$ cat src/rtl/ls74163_if.sv
// rtl/ls74163_if.sv - control, data and status bundle for one ls74163 counter slice
interface ls74163_if #(
    parameter int WIDTH = 4
);
    logic             clr_n;
    logic             load_n;
    logic             enp;
    logic             ent;
    logic [WIDTH-1:0] d;
    logic [WIDTH-1:0] q;
    logic             rco;

    // Side that drives the controls, such as a sequencer or the previous slice.
    modport master (
        output clr_n,
        output load_n,
        output enp,
        output ent,
        output d,
        input  q,
        input  rco
    );

    // The counter itself.
    modport slave (
        input  clr_n,
        input  load_n,
        input  enp,
        input  ent,
        input  d,
        output q,
        output rco
    );
endinterface

$ cat src/rtl/ls74163.sv
// rtl/ls74163.sv - presettable binary counter with synchronous clear and ripple carry out
module ls74163 #(
    parameter int WIDTH = 4
) (
    input  logic        clk,
    input  logic        rst,
    ls74163_if.slave    bus
);
    logic [WIDTH-1:0] q_q;
    logic [WIDTH-1:0] q_d;

    // Next count: clear beats load, load beats count, and counting needs both enables.
    always_comb begin
        q_d = q_q;
        if (!bus.clr_n) begin
            q_d = '0;
        end else if (!bus.load_n) begin
            q_d = bus.d;
        end else if (bus.enp && bus.ent) begin
            q_d = q_q + {{(WIDTH-1){1'b0}}, 1'b1};
        end
    end

    // Count register; reset clears it immediately, without waiting for a clock edge.
    always_ff @(posedge clk or posedge rst) begin
        if (rst) begin
            q_q <= '0;
        end else begin
            q_q <= q_d;
        end
    end

    assign bus.q   = q_q;
    // The carry depends only on ent and the count, so a chain of slices ripples
    // through ent without involving enp.
    assign bus.rco = bus.ent & (&q_q);
endmodule

$ cat src/flat_wrapper.sv
// flat-port wrapper written by rule: the top's interface ports become plain ports
module ls74163_flat 
#(
    parameter int WIDTH = 4
)
  (clk, rst, bus_clr_n, bus_load_n, bus_enp, bus_ent, bus_d, bus_q, bus_rco);
  ls74163_if #(.WIDTH(WIDTH)) bus_i ();
  input  logic clk;
  input  logic rst;
  input wire logic [$bits(bus_i.clr_n)-1:0] bus_clr_n;
  input wire logic [$bits(bus_i.load_n)-1:0] bus_load_n;
  input wire logic [$bits(bus_i.enp)-1:0] bus_enp;
  input wire logic [$bits(bus_i.ent)-1:0] bus_ent;
  input wire logic [$bits(bus_i.d)-1:0] bus_d;
  output wire logic [$bits(bus_i.q)-1:0] bus_q;
  output wire logic [$bits(bus_i.rco)-1:0] bus_rco;
  assign bus_i.clr_n = bus_clr_n;
  assign bus_i.load_n = bus_load_n;
  assign bus_i.enp = bus_enp;
  assign bus_i.ent = bus_ent;
  assign bus_i.d = bus_d;
  assign bus_q = bus_i.q;
  assign bus_rco = bus_i.rco;
  ls74163 #(.WIDTH(WIDTH)) u_core (.clk(clk), .rst(rst), .bus(bus_i));
endmodule
$ cat config.mk
export PLATFORM = sky130hd
export DESIGN_NAME = ls74163_flat
export DESIGN_NICKNAME = d
export VERILOG_FILES = /design/src/rtl/ls74163_if.sv /design/src/rtl/ls74163.sv /design/src/flat_wrapper.sv
export SDC_FILE = /design/constraint.sdc
export NUM_CORES = 1
export LEC_CHECK = 0
export BUFFER_PORTS_ARGS = -buffer_cell sky130_fd_sc_hd__clkbuf_2
export CAP_MARGIN = 40
export CORE_AREA = 2 2 39 41
export DETAILED_ROUTE_END_ITERATION = 10
export DIE_AREA = 0 0 41 43
export PLACE_DENSITY = 0.38
export SLEW_MARGIN = 20
export SYNTH_ARGS = -nofsm -noshare
export SYNTH_HDL_FRONTEND = slang
export SYNTH_SLANG_ARGS = --single-unit
$ cat constraint.sdc
create_clock -name clk -period 3.3 [get_ports clk]
set_input_delay 0.33 -clock clk [delete_from_list [all_inputs] [get_ports clk]]
set_output_delay 0.33 -clock clk [all_outputs]
set_load 0.01 [all_outputs]
; ---- After elaboration in Yosys (flattened, before gate mapping)
; Cells that the tools add are included.
[totals]
reg_bits = 4
input_bits = 10
output_inout_bits = 5
wordCells = 9
[classes]
n_addsub = 1
n_eq_ne = 1
muxes = 3
n_bitwise = 1
n_reduce_logical = 2
[ops]
columns = operator, n
row1 = two-way mux 4 bit, 3
row2 = adder 4 x 1 -> 4 bit (second input constant), 1
row3 = AND reduction 4 bit, 1
row4 = != test 3 x 2 -> 1 bit (second input constant), 1
row5 = bitwise AND 1 bit, 1
row6 = logical AND 1 bit, 1

; ---- Longest topological paths before layout
[depth]
word_depth = 4
depth_mapped = 5
depth_no_buf = 4

; ---- Least setup slack after synthesis
; No wires, ideal clock.
[synth_path]
path_type = register to register
from = register u_core.q_q[0] (netlist: u_core.bus.q[0])
to = register u_core.q_q[1] (netlist: u_core.bus.q[1])
t_arrival_ps = 1092
required_ps = 3179
slack_ps = 2087
path_stages_with_launch = 5
path_buffers = 0
synth_period_minus_slack_ps = 1213
path_cell_list = dfrtp_1 ha_1 mux2_4 nand3_1 o21ai_1
[synth_via]
elab_chain_cells = 4
[synth_lines]
columns = element, line_no
row1 = "start, declared", ls74163.sv:9  ; logic [WIDTH-1:0] q_q;
row2 = "start signal, assigned", ls74163.sv:29  ; q_q <= q_d;
row3 = adder 4 x 1 -> 4 bit, ls74163.sv:20  ; q_d = q_q + {{(WIDTH-1){1'b0}}, 1'b1};
row4 = two-way mux 4 bit, ls74163.sv:19  ; end else if (bus.enp && bus.ent) begin
row5 = two-way mux 4 bit, ls74163.sv:17  ; end else if (!bus.load_n) begin
row6 = two-way mux 4 bit, ls74163.sv:15  ; if (!bus.clr_n) begin
; Every way passes these cells. The select of a mux whose other input is x is not followed.
; A chain may end at the register's enable or synchronous reset.

; ---- Worst setup path after layout
[layout_path]
from = register u_core.q_q[0] (netlist: u_core.bus.q[0])
to = output bus_rco
[layout_via]
elab_chain_cells = 2
[layout_lines]
columns = element, line_no
row1 = AND reduction 4 bit, ls74163.sv:36  ; assign bus.rco = bus.ent & (&q_q);
row2 = bitwise AND 1 bit, ls74163.sv:36
row3 = "end, declared", flat_wrapper.sv:16  ; output wire logic [$bits(bus_i.rco)-1:0] bus_rco;
; Every way passes these cells.

==> impl_metrics.csv <==
group,metric,value,unit
outcome,outcome,"finished clean",
clock_tree,path_clk_slew,0.04,ns
synthesis,yosysTopAreaCell,"dfrtp_1",
place,placed_area,342.8,um2
die,die_area,0.001763,mm2
synthesis,synth-seq-cells,4,
final_layout,drive_gt1_share,43.48,%
synthesis,syn_nets,40,
timing,hold_viol,0,
drt,drcViolationCount,0,
clock_tree,clk_latency,0.23,ns
synthesis,synth_cells,29,
timing,rsz0062_at_grt,"false",
global_route,grt_pass1_vias,269,
timing,worstMarginPinSlew,0.1829,ns
timing,fin_tns_setup,0,ns
final_layout,stdcell_count,62,
final_layout,area_growth,42.18,%
setup_path,end_kind,"output pin",
clock_tree,cts-root-buf,"clkbuf_4",
die,die_h,43,um
synthesis,netlist_top_cells_count,"dfrtp_1, inv_1, nand2_1",
place,hpwl,548.8,um
min_path,hp-class,"input pin to flip-flop",
die,die-width,41,um
clock_tree,numCtsBuffers,3,
timing,setup_violations,0,
power_and_ir_drop,ir_worst_vdd,0.1392,mV
synthesis,yosysMostFrequentCell,"dfrtp_1",
final_layout,largest_reg_flops,4,
place,place.gp.congestion,0.6139,
synthesis,ys_async_sr_fraction,100.0,%
place,port_buffers,14,
drt,viasPerCell,4.452,
timing,worst_slack,1.785,ns
timing,max-slew-margin-rel,87.81,%
synthesis,synth_area_leaders,"dfrtp_1, mux2_4, ha_1",
final_layout,seq_area,100.1,um2
run,drv_cap,0,
die,rows,14,
timing,fin_crit_sh,45.90,%
synthesis,avgSynthCellArea,9.104,um2
synthesis,synthFlopType,"dfrtp_1",
synthesis,ys_warn_count,0,
power_and_ir_drop,p_leak,0.2041,nW
final_layout,postLayoutCellArea,375.4,um2
final_layout,multi_input_area,137.6,um2
setup_path,path_class,"flip-flop to output pin",
clock_tree,clock_tree.buffer_depth,2,
global_route,grt_max_degree,9,
global_route,grt_pass1_wl,1041,um
setup_path,arrival,1.18,ns
clock_tree,post_cts_buffers,0,
die,io-pin-count,15,
synthesis,synth.distinct_cells,19,
place,dp_cells,58,
power_and_ir_drop,power_density,403.0,mW/mm2
drt,wire_per_inst,10.27,um
drt,drt_iter0_drc,7,
die,core,0.001384,mm2
timing,skew,0.001994,ns
global_route,antenna_found_initial,0,
synthesis,synth_area,264.0,um2
place,dp_slack,2.028,ns
final_layout,n_antenna_cell,0,
timing,fin_crit,1.515,ns
global_route,track_usage,8.963,%
drt,num_vias,276,
setup_path,path_max_fanout,4,
final_layout,nets,59,
drt,postRouteAntennaNets,0,
synthesis,seq_area_frac_synth,37.91,%
clock_tree,cts.sinks,4,
die,start_util,19.08,%
clock_tree,htreeDepth,1,
drt,routed_wl,637,um
timing,maxClockFrequency,660.2,MHz
setup_path,required,2.97,ns
drt,drt_first_pass_iters,4,
setup_path,start_kind,"flip-flop",
global_route,grt_overflow,0,
timing,maxSlewViolCount,0,
final_layout,fillers,165,
clock_tree,cts_tree,"done",
final_layout,post-route-util,27.12,%
synthesis,synth_top_area_share,37.91,%
synthesis,synth_edf_count,0,
final timing paths:
check,from,to,slack [ns],depth (start not counted)
setup / recovery,u_core.bus.q[0],bus_rco,1.79,3
hold / removal,bus_d[0],u_core.bus.q[0],0.34,2
setup reg to reg,u_core.bus.q[0],u_core.bus.q[1],2.08,4
hold reg to reg,u_core.bus.q[1],u_core.bus.q[1],0.57,2
max in group asynchronous,rst,u_core.bus.q[0],2.65,3
min in group asynchronous,rst,u_core.bus.q[2],0.50,3
report_power, final:
group	switching, mW	internal (mW)	leakage, nW
combinational	0.0167	0.0161	0.138
clock	0.0198	0.0407	0.0138
sequential	0.00439	0.0536	0.0520
per-stage QoR:
stage	total power [mW]	hold slack, ns
2_1_floorplan	0.07787	0.09608
3_3_place_gp	0.09071	0.1989
3_5_place_dp	0.09118	0.2036
4_1_cts	0.1548	0.3396
5_1_grt	0.1603	0.3702
6_report	0.1513	0.3406
cell families (layout without fill, tap and decap cells):
logic type	after synthesis	count (layout)	share of synthesized area (%)
AOI/OAI and AO/OA	9	9	21.33
and+or+nand+nor	8	8	17.06
buffers and inverters	5	22	9.951
DFF	4	4	37.92
adders and majority gates	1	1	4.739
xor gates and xnor gates	1	1	3.318
muxes	1	1	5.686
area by class of cell:
type	count	area share, %
inverters	4	4.000
repair buffers	15	21.33
multi-input cells	20	36.67
clock buffers	3	6.000
well taps	16	5.333
flip-flops and latches	4	26.67
worst max-delay path: stages (launching register included):
cell and delay, ns:
dfrtp_1 0.40, ha_1 0.23, and4_1 0.19, clkbuf_2 0.12
layer usage:
layer | wire length, um | global-route usage [%]
met4 | 0 | 6.000
met3 | 57 | 3.141
met2 | 343 | 14.37
met1 | 236 | 9.091
met5 | 0 | 0
cell usage in the layout (no fill, tap or decap), drive strengths merged:
| cell type | n |
|---|---|
| clkbuf | 17 |
| dfrtp | 4 |
| inv | 4 |
| o21ai | 4 |
| nand2 | 3 |
| nand3 | 3 |
| xor2 | 1 |
| o211a | 1 |
| mux2 | 1 |
| nor3 | 1 |
| a21oi | 1 |
| o2111ai | 1 |
| and4 | 1 |
| a31oi | 1 |
| o22ai | 1 |
| ha | 1 |
| dlygate4sd3 | 1 |
what timing repair did:
item / 4_1_cts / 5_1_grt
hold buffers: 1 / 0
endpoints found under the hold margin: 4 / 0
gates resized for setup: 0 / 0
Note: power is estimated with default switching activity, not from simulation.
